==> config.mk <==
export PLATFORM = sky130hd
export DESIGN_NAME = operand_entry_ctrl_flat
export DESIGN_NICKNAME = d
export VERILOG_FILES = /design/src/rtl/operand_entry_if.sv /design/src/rtl/operand_entry_ctrl.sv /design/src/flat_wrapper.sv
export SDC_FILE = /design/constraint.sdc
export NUM_CORES = 1
export LEC_CHECK = 0
export ABC_AREA = 1
export BUFFER_PORTS_ARGS = -buffer_cell sky130_fd_sc_hd__buf_2
export CORE_MARGIN = 2
export CORE_UTILIZATION = 36
export DETAILED_ROUTE_END_ITERATION = 6
export PLACE_DENSITY_LB_ADDON = 0.2
export SLEW_MARGIN = 5
export SYNTH_ARGS = -nofsm -noshare
export SYNTH_HDL_FRONTEND = slang
export SYNTH_SLANG_ARGS = --single-unit
==> constraint.sdc <==
create_clock -name clk -period 3.8 [get_ports clk]
set_clock_uncertainty 0.1 [all_clocks]
set_input_delay 0.38 -clock clk [delete_from_list [all_inputs] [get_ports clk]]
set_output_delay 0.38 -clock clk [all_outputs]
set_load 0.02 [all_outputs]
==> src/rtl/operand_entry_if.sv <==
// Operand entry bus: switches, raw buttons and adder sum in; operands, result and state out.
// The controller uses the slave modport; the board/adder side uses master.
interface operand_entry_if;
   logic [3:0] sw;
   logic       btn_enter;
   logic       btn_clear;
   logic [3:0] sum_in;
   logic [3:0] num1;
   logic [3:0] num2;
   logic       cin;
   logic [3:0] result;
   logic       result_valid;
   logic [1:0] state;

   modport slave (
      input  sw, btn_enter, btn_clear, sum_in,
      output num1, num2, cin, result, result_valid, state
   );

   modport master (
      output sw, btn_enter, btn_clear, sum_in,
      input  num1, num2, cin, result, result_valid, state
   );
endinterface

==> src/rtl/operand_entry_ctrl.sv <==
// Two-operand entry controller: debounced enter/clear buttons step an FSM that loads
// num1/num2 from the switches and captures the external adder's 4-bit sum.
module operand_entry_ctrl #(
   parameter int DEBOUNCE_CYCLES = 250000
) (
   input logic            clk,
   input logic            rst,
   operand_entry_if.slave bus
);

   typedef enum logic [1:0] {
      S_A    = 2'd0,
      S_B    = 2'd1,
      S_WAIT = 2'd2,
      S_RES  = 2'd3
   } state_t;

   localparam int CW = $clog2(DEBOUNCE_CYCLES);
   localparam logic [CW-1:0] CNT_LAST = CW'(DEBOUNCE_CYCLES - 1);

   // Index 0 is enter, index 1 is clear.
   logic [1:0]    sync1, sync2, deb, deb_q;
   logic [CW-1:0] cnt [2];
   logic [1:0]    press;

   state_t     state_q;
   logic [3:0] num1_q, num2_q, result_q;
   logic       valid_q;

   // NOTE: every sequential block uses non-blocking assignments so all registers
   // sample their inputs from the same edge, independent of statement order.
   always_ff @(posedge clk or posedge rst) begin
      if (rst) begin
         sync1 <= '0;
         sync2 <= '0;
         deb   <= '0;
         deb_q <= '0;
         for (int i = 0; i < 2; i++) cnt[i] <= '0;
      end else begin
         sync1 <= {bus.btn_clear, bus.btn_enter};
         sync2 <= sync1;
         deb_q <= deb;
         for (int i = 0; i < 2; i++) begin
            if (sync2[i] == deb[i]) begin
               cnt[i] <= '0;
            end else if (cnt[i] == CNT_LAST) begin
               deb[i] <= ~deb[i];
               cnt[i] <= '0;
            end else begin
               cnt[i] <= cnt[i] + CW'(1);
            end
         end
      end
   end

   // One-cycle pulse in the cycle after the debounced level rises.
   assign press = deb & ~deb_q;

   always_ff @(posedge clk or posedge rst) begin
      if (rst) begin
         state_q  <= S_A;
         num1_q   <= '0;
         num2_q   <= '0;
         result_q <= '0;
         valid_q  <= 1'b0;
      end else if (press[1]) begin
         // Clear takes priority; a coincident enter pulse is dropped.
         state_q  <= S_A;
         num1_q   <= '0;
         num2_q   <= '0;
         result_q <= '0;
         valid_q  <= 1'b0;
      end else begin
         unique case (state_q)
            S_A: if (press[0]) begin
               num1_q  <= bus.sw;
               state_q <= S_B;
            end
            S_B: if (press[0]) begin
               num2_q  <= bus.sw;
               state_q <= S_WAIT;
            end
            S_WAIT: begin
               result_q <= bus.sum_in;
               valid_q  <= 1'b1;
               state_q  <= S_RES;
            end
            S_RES: if (press[0]) begin
               valid_q <= 1'b0;
               state_q <= S_A;
            end
         endcase
      end
   end

   assign bus.num1         = num1_q;
   assign bus.num2         = num2_q;
   assign bus.cin          = 1'b0;
   assign bus.result       = result_q;
   assign bus.result_valid = valid_q;
   assign bus.state        = state_q;

endmodule

==> src/flat_wrapper.sv <==
// flat-port wrapper written by rule: the top's interface ports become plain ports
module operand_entry_ctrl_flat 
#(
   parameter int DEBOUNCE_CYCLES = 250000
)
  (clk, rst, bus_sw, bus_btn_enter, bus_btn_clear, bus_sum_in, bus_num1, bus_num2, bus_cin, bus_result, bus_result_valid, bus_state);
  operand_entry_if bus_i ();
  input logic clk;
  input logic rst;
  input wire logic [$bits(bus_i.sw)-1:0] bus_sw;
  input wire logic [$bits(bus_i.btn_enter)-1:0] bus_btn_enter;
  input wire logic [$bits(bus_i.btn_clear)-1:0] bus_btn_clear;
  input wire logic [$bits(bus_i.sum_in)-1:0] bus_sum_in;
  output wire logic [$bits(bus_i.num1)-1:0] bus_num1;
  output wire logic [$bits(bus_i.num2)-1:0] bus_num2;
  output wire logic [$bits(bus_i.cin)-1:0] bus_cin;
  output wire logic [$bits(bus_i.result)-1:0] bus_result;
  output wire logic [$bits(bus_i.result_valid)-1:0] bus_result_valid;
  output wire logic [$bits(bus_i.state)-1:0] bus_state;
  assign bus_i.sw = bus_sw;
  assign bus_i.btn_enter = bus_btn_enter;
  assign bus_i.btn_clear = bus_btn_clear;
  assign bus_i.sum_in = bus_sum_in;
  assign bus_num1 = bus_i.num1;
  assign bus_num2 = bus_i.num2;
  assign bus_cin = bus_i.cin;
  assign bus_result = bus_i.result;
  assign bus_result_valid = bus_i.result_valid;
  assign bus_state = bus_i.state;
  operand_entry_ctrl #(.DEBOUNCE_CYCLES(DEBOUNCE_CYCLES)) u_core (.clk(clk), .rst(rst), .bus(bus_i));
endmodule
==> results.toml <==
[logic_synthesis]
yosys.cell_count.top_type = "nand2_1"
ys.flop_type = "dfrtp_1"
synth-async-reset-ratio = 1.00
ys_ff_latch = 59
synth_top_area_frac = 0.492
syn_area_sq_mm = 0.00300
postSynthNetCount = 399
synth_edf_count = 0
yosys_warnings = 0
synth_area_leaders = "dfrtp_1 49%, nand2_1 11%, nor2_1 9.9%"
synth_seq_area_share = 0.492
yosys-top-cells-count = "84 x nand2_1, 79 x nor2_1, 59 x dfrtp_1, 44 x inv_1, 44 x nand3_1"
synth_top_area_cell = "dfrtp_1"
avgSynthCellArea_sq_um = 7.87
synthCells = 381
ys_types = 25

[die]
die_x_um = 95.3
io-pin-count = 28
rows = 33
coreArea_sq_mm = 0.00813
dieHeight_um = 95.3
start_util = 0.369
die-area_sq_mm = 0.00907

[flow_run]
cap_violations = 0

[final_layout]
ff_latch_area_sq_mm = 0.00148
antenna_cells = 0
nFillCells = 794
area_growth_pct = 16.5
stdcell_count = 526
multiInputGateArea_sq_mm = 0.00133
drive_gt1_frac = 0.145
nets = 434

[setup_path]
cpPeakStageDelay_ns = 0.52
end_kind = "flip-flop"
critPathKind = "reg2reg"
cp_max_fo = 22
r2r_cells = 6
crit_top_cell = "nand2_1"
path_cells = "nand2_1 -> nand2_1 -> inv_1 -> o31ai_1 -> nand3_1 -> o21ai_0"
worstPathRequired_ns = 3.90
crit_buf_inv = 1
cp.depth = 6
crit_slowest_cell = "nand2_1"
path_delay_family = "simple AND/OR/NAND/NOR gates"
critical_path_arrival_ns = 1.76
critPathLaunchType = "flip-flop"

[drt]
wl_met1_um = 2990
top_layer = "met4"
ant_nets = 0
wl_met3_um = 251
first_pass_iters = 4
drt_wl_total_um = 6020
first_iter_violations = 80
wl_met2_um = 2660
vias = 2435
avgViaCountPerCell = 4.63
route.detailed.drc = 0
routedWlPerCell_um = 11.4

[timing]
tightestPinTransition_ns = 0.841
tns_ns = 0
relSlewSlack = 0.439
finalMaxSlewViolations = 0
period_needed_ns = 1.67
period_share = 0.438
rsz0062_at_grt = "no"
hold_viol = 0
setup_viol_count_final = 0
fmax_ghz = 0.600

[grt]
grt_pass1_vias = 2273
antenna_found_initial = 0
overflow = 0
grt_max_degree = 41
grtUsageTotal = 0.150
grt_pass1_wl_um = 10300

[clocking]
htree_levels = 3
clockBufferDepth = 2
clk_pin_slew_worst_paths_ns = 0.07
post_cts_resized = 0
cts_hold_buf = 0
clk_latency_ns = 0.34
tritoncts = "built"
cts.sinks = 59
cts_root_buf = "clkbuf_8"
cts_setup_buffers = 0
cts_buffers = 9

[power_and_ir_drop]
power.leakage_uw = 0.00160
vdd_ir_drop_max_v = 0.000156
pwr_density_cell_mw_per_mm2 = 395

[placement]
dp_cells = 510
hpwl_um = 4420
portBuffers = 26
place.gp.congestion = 0.850

[worst_hold_path]
worstHoldPathCells = 1
hold_path.class = "in2reg"

[status]
outcome = "finished clean"
-- flip-flops by register name, indices dropped and copies added, names as in the netlist --
signal	count
u_core.bus.result	4
u_core.deb	2
u_core.bus.state	2
u_core.bus.num2	4
u_core.bus.result_valid	1
u_core.sync2	2
u_core.sync1	2
u_core.deb_q	2
u_core.bus.num1	4
u_core.cnt	36
-- path summary, 6_finish.rpt --
check                                                from                               to  slack [ns]
worst max-delay path            u_core.deb[1]$_DFFE_PP0P_  u_core.bus.state[1]$_DFFE_PP0P_        2.13
worst max register to register  u_core.deb[1]$_DFFE_PP0P_  u_core.bus.state[1]$_DFFE_PP0P_        2.13
min in group asynchronous                             rst         u_core.cnt[19]$_DFF_PP0_        0.11
max in group asynchronous                             rst        u_core.deb_q[1]$_DFF_PP0_        2.70
worst min register to register  u_core.sync1[0]$_DFF_PP0_        u_core.sync2[0]$_DFF_PP0_        0.25
worst min-delay path                        bus_btn_enter        u_core.sync1[0]$_DFF_PP0_        0.04
-- routing by layer --
layer | track usage | vias to the layer above
li1 | - | 1253
met1 | 0.202 | 1137
met2 | 0.222 | 36
met3 | 0.0427 | 9
met4 | 0.0688 | 0
met5 | 0 | -
-- worst register-to-register path, delay by kind of cell (launching register included) --
| family | cells | cell delay, ns |
|---|---|---|
| buf+inv | 1 | 0.10 |
| simple gates | 3 | 0.71 |
| flops | 1 | 0.41 |
| compound gates | 2 | 0.22 |
-- cells in the final DEF (no fill, tap or decap), drive strengths merged, types with 4 or more instances in the layout --
cell / n
nand4: 4
clkbuf: 11
o21ai: 6
nand2: 89
xnor2: 4
xor2: 14
nor2: 88
a21oi: 8
inv: 47
ha: 6
nand3: 45
dfrtp: 59
buf: 27
-- where the power goes --
part           internal, uW  switching [uW]  leakage, uW  total (uW)
registers               635            5.82     0.000747         641
clock network           451             247     0.000123         699
logic                  11.6            28.3     0.000730        39.8
total                  1100             281      0.00160        1380
-- cell families after synthesis --
| group | after synthesis | share of synthesized area |
|---|---|---|
| buf+inv | 50 | 0.0643 |
| flops | 59 | 0.492 |
| fa+ha+maj | 6 | 0.0250 |
| simple gates | 230 | 0.333 |
| xor+xnor | 18 | 0.0526 |
| other cells | 1 | 0.00125 |
| compound gates | 17 | 0.0309 |
-- area by class of cell --
class | count | share of cell area
flip-flops and latches | 59 | 0.423
well taps | 105 | 0.0376
inverters | 47 | 0.0505
multi-input cells | 272 | 0.381
clock inverters | 5 | 0.0287
clock buffers | 11 | 0.0405
repair buffers | 27 | 0.0394
-- through the flow --
step	worst slack, ns	power (uW)	hold WS [ns]	util	cell area [sq um]
2_1_floorplan	1.86	679	0.231	-	3000
3_3_place_gp	2.16	694	0.231	0.400	3250
3_5_place_dp	2.16	695	0.239	0.400	3250
4_1_cts	2.13	1400	0.0250	0.429	3490
5_1_grt	2.00	1430	0.0275	0.429	3490
6_report	2.13	1380	0.0429	0.429	3490
Note: power is estimated with default switching activity, not from simulation.
